===== config.mk =====
export PLATFORM = sky130hd
export DESIGN_NAME = pe_issue_queue
export DESIGN_NICKNAME = d
export VERILOG_FILES = /design/src/rtl/pe_issue_queue.sv
export SDC_FILE = /design/constraint.sdc
export NUM_CORES = 1
export LEC_CHECK = 0
export ABC_AREA = 0
export CORE_ASPECT_RATIO = 1.4
export CORE_MARGIN = 5
export CORE_UTILIZATION = 30
export CTS_CLUSTER_DIAMETER = 150
export DETAILED_ROUTE_END_ITERATION = 16
export HOLD_SLACK_MARGIN = 0.12
export SETUP_SLACK_MARGIN = 0.3
export SYNTH_ARGS = -nofsm -noshare
export SYNTH_HDL_FRONTEND = slang
export SYNTH_SLANG_ARGS = --single-unit

===== constraint.sdc =====
create_clock -name clk -period 14.65 [get_ports clk]
set_input_delay 1.465 -clock clk [delete_from_list [all_inputs] [get_ports clk]]
set_output_delay 1.465 -clock clk [all_outputs]
set_load 0.02 [all_outputs]

===== src/rtl/pe_issue_queue.sv =====
// pe_issue_queue: FIFO issue buffer and in-flight tracker feeding pe_core_single (optional opcode filter: PE_ISSUE_OPCHECK_EN)
module pe_issue_queue #(
   parameter int DEPTH        = 8,
   parameter int MAX_INFLIGHT = 4
) (
   input  logic                     clk,
   input  logic                     rst_n,
   input  logic                     enable,
   input  logic                     flush,
   input  logic                     in_valid,
   output logic                     in_ready,
   input  logic [31:0]              in_opcode,
   input  logic [31:0]              in_op1,
   input  logic [31:0]              in_op2,
   input  logic [31:0]              in_op3,
   output logic [31:0]              pe_opcode,
   output logic [31:0]              pe_op1,
   output logic [31:0]              pe_op2,
   output logic [31:0]              pe_op3,
   output logic                     pe_valid,
   input  logic                     pe_result_valid,
   output logic [$clog2(DEPTH):0]   count,
   output logic [3:0]               inflight,
   output logic                     busy,
   output logic [15:0]              drop_cnt
);
   localparam int AW = $clog2(DEPTH);
   localparam int CW = AW + 1;
   localparam logic [CW-1:0] FULL = CW'(DEPTH);
   localparam logic [3:0]    MAXI = 4'(MAX_INFLIGHT);

   typedef enum logic [1:0] {IDLE, RUN, DRAIN} state_t;

   state_t        state;
   logic [127:0]  mem [DEPTH];
   logic [AW-1:0] wr_ptr;
   logic [AW-1:0] rd_ptr;
   logic          push;
   logic          legal;
   logic          wr_en;
   logic          issue;
   logic          retire;

   // in_ready depends only on registered state plus flush/reset; a pop in the same cycle never frees a full queue
   assign in_ready = rst_n && (count < FULL) && (state != DRAIN) && !flush;
   assign push     = in_valid && in_ready;
   assign wr_en    = push && legal;
   assign issue    = (state == RUN) && (count != '0) && (inflight < MAXI) && !flush;
   assign retire   = pe_result_valid && (inflight != 4'd0);
   assign busy     = (count != '0) || (inflight != 4'd0);

`ifdef PE_ISSUE_OPCHECK_EN
   assign legal = (in_opcode[31:25] == 7'b0000001) || (in_opcode[31:25] == 7'b0000010) ||
                  (in_opcode[31:25] == 7'b0010000);

   // illegal packets are accepted on the handshake but only counted, saturating
   always_ff @(posedge clk) begin
      if (!rst_n)
         drop_cnt <= '0;
      else if (push && !legal && drop_cnt != 16'hFFFF)
         drop_cnt <= drop_cnt + 16'd1;
   end
`else
   assign legal    = 1'b1;
   assign drop_cnt = '0;
`endif

   // packet storage; contents are don't-care until written, so no reset
   always_ff @(posedge clk) begin
      if (wr_en)
         mem[wr_ptr] <= {in_opcode, in_op1, in_op2, in_op3};
   end

   // FSM, pointers, occupancy, in-flight count and registered PE outputs
   always_ff @(posedge clk) begin
      if (!rst_n) begin
         state     <= IDLE;
         wr_ptr    <= '0;
         rd_ptr    <= '0;
         count     <= '0;
         inflight  <= '0;
         pe_valid  <= 1'b0;
         pe_opcode <= '0;
         pe_op1    <= '0;
         pe_op2    <= '0;
         pe_op3    <= '0;
      end else begin
         state    <= flush ? DRAIN :
                     state == DRAIN ? ((inflight == 4'd0) ? IDLE : DRAIN) :
                     enable ? RUN : IDLE;
         inflight <= inflight + 4'(issue) - 4'(retire);
         pe_valid <= issue;
         if (issue)
            {pe_opcode, pe_op1, pe_op2, pe_op3} <= mem[rd_ptr];
         if (flush) begin
            wr_ptr <= '0;
            rd_ptr <= '0;
            count  <= '0;
         end else begin
            wr_ptr <= wr_ptr + AW'(wr_en);
            rd_ptr <= rd_ptr + AW'(issue);
            count  <= count + CW'(wr_en) - CW'(issue);
         end
      end
   end
endmodule


---- Yosys cells after proc, flatten, opt, wreduce, memory -nomap -nowiden ----
Memory sizes are Yosys's and may differ from the RTL's. A register that Yosys moved wholly into a read port is not among the register bits.
Cells that the tools add are included.
cells by class
  $add $sub $neg .......................... 6
  order comparisons ....................... 2
  equality and inequality tests ........... 3
  multiplexer cells ....................... 6
  bitwise gates (word level) .............. 1
  reductions and logical operators ........ 15
operators with widths
  kind                  number
  $add A4 B1 Y4         2
  $logic_and A1 B1 Y1   8
  $reduce_bool A4 Y1    2
  $sub A4 B1 Y4         2
  $add A3 B1 Y3         2
  $mux W2               3
  $logic_not A4 Y1      1
  $lt A4 B3 Y1 const B  1
  $lt A4 B4 Y1 const B  1
  $mux W1               3
  $eq A2 B1 Y1 const B  1
  $eq A2 B2 Y1 const B  1
  $logic_not A1 Y1      2
  $ne A2 B2 Y1 const B  1
  $reduce_or A2 Y1      1
  $logic_or A1 B1 Y1    1
  $not A1 Y1            1
word-level totals
  register bits after elaboration ......... 17
  RAM bits ................................ 1024
  memories kept ........................... 1
memories
  name  depth  width  rd ports  clocked after memory_dff  wr ports  RTL line  RTL
  mem   8      128    1         1                         1         35        logic [127:0] mem [DEPTH];

---- Depth between registers and ports, before layout ----
  depth after elaboration ................. 7
  depth in mapped cells ................... 14
  mapped depth without buffers ............ 12

---- Least setup slack after synthesis ----
No wires, ideal clock.
  path kind ............................... input-to-reg
  start ................................... input rst_n
  end ..................................... memory mem[0][0], enable pin
  library setup time ...................... 773 ps
  data arrival time ....................... 10796 ps
  path slack .............................. 3082 ps
  stages on the path ...................... 6
  path buffers ............................ 1
  path through ............................ buf_2 and2b_1 nand4_1 inv_2 nand2b_1 nor3_1
on the way
  word-level cells in the longest chain between the ends .. 6
ends and longest elaborated chain
  item                              RTL line  RTL
  from (decl)                       7         input logic rst_n,
  $logic_and A1 B1 Y1 (3 in a row)  45        assign in_ready = rst_n && (count < FULL) && (state != DRAIN) && !flush;
  $logic_and A1 B1 Y1               46        assign push = in_valid && in_ready;
  $mux W1                           70        if (wr_en)
  $mux W1 (not written as such)     71        mem[wr_ptr] <= {in_opcode, in_op1, in_op2, in_op3};
  to (decl)                         35
No other way between the ends.

---- Final worst setup path ----
  start ................................... input rst_n
  end ..................................... memory mem[7][61], enable pin
The elaborated chain is that of the path after synthesis.

==> results.json <==
{
  "status": "completed",
  "dr.pass1.iters": 4,
  "avgSynthCellArea_sq_um": 21.2,
  "worst_pin_slew_ps": 1080,
  "grt_pass1_wl_um": 148000,
  "syn_inst": 2024,
  "fin_crit_ps": 5750,
  "rsz0062_at_grt": "no",
  "nets": 2463,
  "relSlewSlack_pct": 28.3,
  "finalSetupViolCount": 0,
  "dieArea_sq_mm": 0.151,
  "p_per_area_mw_per_mm2": 130,
  "period_share_pct": 39.2,
  "die_h_um": 457,
  "fillers": 13157,
  "path_class": "input pin to flop",
  "initial_utilization_pct": 30.1,
  "port_buffers": 272,
  "drt-initial-drc-count": 1445,
  "grt_max_degree": 129,
  "clock_latency_ps": 700,
  "place_inst": 4115,
  "synthesis.area_sq_mm": 0.0428,
  "p_leak_nw": 15.7,
  "hold_viol": 0,
  "critPathSlowestCell": "nor2_4",
  "drc": 0,
  "cts_tree": "done",
  "synth_edf_count": 1024,
  "ios": 289,
  "cts.repair.resized": 0,
  "ys_seq_area_share_pct": 78.6,
  "path_clk_slew_ps": 60,
  "cp_data_arrival_time_ps": 6060,
  "routed_wl_um": 101000,
  "wire_per_inst_um": 23.3,
  "path_cells": "buf_4 > buf_12 > and2b_1 > nand4_1 > inv_2 > nand2_1 > nor2_4 > buf_4 > buf_4",
  "cts_root_buffer": "clkbuf_16",
  "path_common_cell": "buf_4",
  "cts_htree_levels": 3,
  "cts.sinks": 1169,
  "path_max_fanout": 69,
  "fmaxAchievable_mhz": 174,
  "required_ps": 14960,
  "slowest_delay_ps": 890,
  "vias_per_cell": 4.67,
  "final_cells": 4326,
  "ys_ff_latch": 1169,
  "min_path_type": "flop to flop",
  "drv_slew": 0,
  "die_w_um": 329,
  "antenna_found_initial": 25,
  "post_cts_buffers": 0,
  "cts.hold.buffers_added": 0,
  "overflow": 0,
  "power.total_mw": 6.67,
  "finalClockSkew_ps": 26.4,
  "ir_drop_mv": 0.0821,
  "area_growth_pct": 19.3,
  "vias": 20195,
  "yosysWarnings": 0,
  "timing.setup.tns_ps": 0,
  "async_reset_ff_share_pct": 0,
  "cts_buffers": 105,
  "endpoint_kind": "flop",
  "r2r_slack_ps": 10200,
  "grt_pass1_vias": 20979,
  "final_layout_size_suffix_gt1_share_pct": 19.5,
  "max_cap_viol_count": 0,
  "ctsLongestPathBuffers": 3,
  "synth_cell_types": 36,
  "hpwlAfterDp_um": 56500,
  "postRouteAntennaNets": 0,
  "ys.flop_type": "edfxtp_1",
  "rows": 164,
  "critPathLaunchType": "input pin",
  "grtUsageTotal_pct": 13.2,
  "core_area_sq_mm": 0.142,
  "gp_congestion": 0.683
}
[critical path, delay by kind of cell]
kind / cells / cell delay [ps]
AND/OR/NAND/NOR: 4 / 1630
buffers and inverters: 5 / 2780
[cells by family (layout without fill, tap and decap cells)]
| logic type | count (synthesis) | after routing | share of synthesized area, % |
|---|---|---|---|
| buffers and inverters | 144 | 511 | 2.20 |
| flip-flops | 1169 | 1169 | 78.6 |
| multiplexers | 256 | 256 | 13.5 |
| adder cells (fa/ha/maj) | 16 | 16 | 0.502 |
| AO/OA/AOI/OAI | 261 | 261 | 3.44 |
| AND/OR/NAND/NOR | 171 | 171 | 1.70 |
| other | 1 | 27 | 0.00875 |
| XOR/XNOR | 6 | 6 | 0.123 |
[routing by layer]
layer | part of all wire (%) | track usage (%) | wire length, um
met3 | 6.5 | 3.63 | 6570
met2 | 47 | 21.0 | 47700
met5 | 0.15 | 0 | 151
met4 | 1.6 | 3.00 | 1620
met1 | 44 | 18.3 | 44500
[layout by cell type, fill, tap and decap left out, types with 16 or more instances in the layout]
| cell type | instances |
|---|---|
| dfxtp_1 | 143 |
| clkbuf_16 | 107 |
| clkbuf_1 | 21 |
| nor2_1 | 133 |
| buf_4 | 20 |
| clkdlybuf4s50_1 | 271 |
| edfxtp_1 | 1024 |
| mux4_2 | 256 |
| o22ai_1 | 128 |
| o21ai_0 | 118 |
| conb_1 | 16 |
| clkinv_2 | 22 |
[synthesized netlist by cell type, types with 2 or more instances]
master	instances	area, sq um
a21o_1	2	15.0
o21ai_0	118	591
o21ai_1	10	50.1
buf_4	18	135
nand2_1	2	7.51
mux4_2	256	5770
nor3_1	2	10.0
fa_1	2	40.0
buf_6	17	191
and2_1	10	62.6
buf_2	63	315
o22ai_1	128	801
nand2b_1	6	37.5
ha_1	14	175
xnor2_1	5	43.8
edfxtp_1	1024	30700
dfxtp_1	145	2900
inv_1	12	45.0
nor2b_1	2	12.5
clkbuf_1	22	82.6
buf_8	10	150
and3_1	3	18.8
nor2_1	139	522
a21oi_1	2	10.0
[flip-flops by register name, indices dropped and copies added (netlist names)]
signal     flops
count          4
inflight       4
mem         1024
pe_op1        32
pe_op2        32
pe_op3        32
pe_opcode     32
pe_valid       1
rd_ptr         3
state          2
wr_ptr         3
[power breakdown]
part / leakage (nW) / total [mW] / switching (mW) / internal [mW]
registers: 10.4 / 3.64 / 0.00856 / 3.64
clock network: 1.77 / 2.84 / 1.21 / 1.63
logic: 3.55 / 0.179 / 0.0999 / 0.0790
[metrics by stage]
stage                     cell area [sq um]  util, %  hold slack (ps)  setup slack, ps
final                                 51100     35.9              500             8900
after global routing                  51100     35.9              545             8560
after CTS                             51100     35.9              507             8800
after detailed placement              47500     33.3              488             8030
after global placement                47500     33.3              491             8040
after floorplan                       42900        -              541             3080
[area by class of cell]
| class | instances | area, sq um | area share [%] |
|---|---|---|---|
| timing repair buffer | 298 | 3000 | 5.88 |
| sequential | 1169 | 33700 | 65.9 |
| clock inverter | 59 | 674 | 1.32 |
| antenna | 11 | 27.5 | 0.0539 |
| tap | 1909 | 2390 | 4.67 |
| multi-input combinational | 726 | 8370 | 16.4 |
| clock buffer | 141 | 2940 | 5.74 |
| inverter | 13 | 48.8 | 0.0955 |
[final timing paths]
| path | start | end | cells after the start |
|---|---|---|---|
| min reg2reg | pe_opcode[29] | pe_opcode[29] | 2 |
| max reg2reg | rd_ptr[1] | pe_opcode[4] | 6 |
| min | pe_opcode[29] | pe_opcode[29] | 2 |
| max | rst_n | mem[7][61] | 9 |
(Power assumes the default switching activity.)
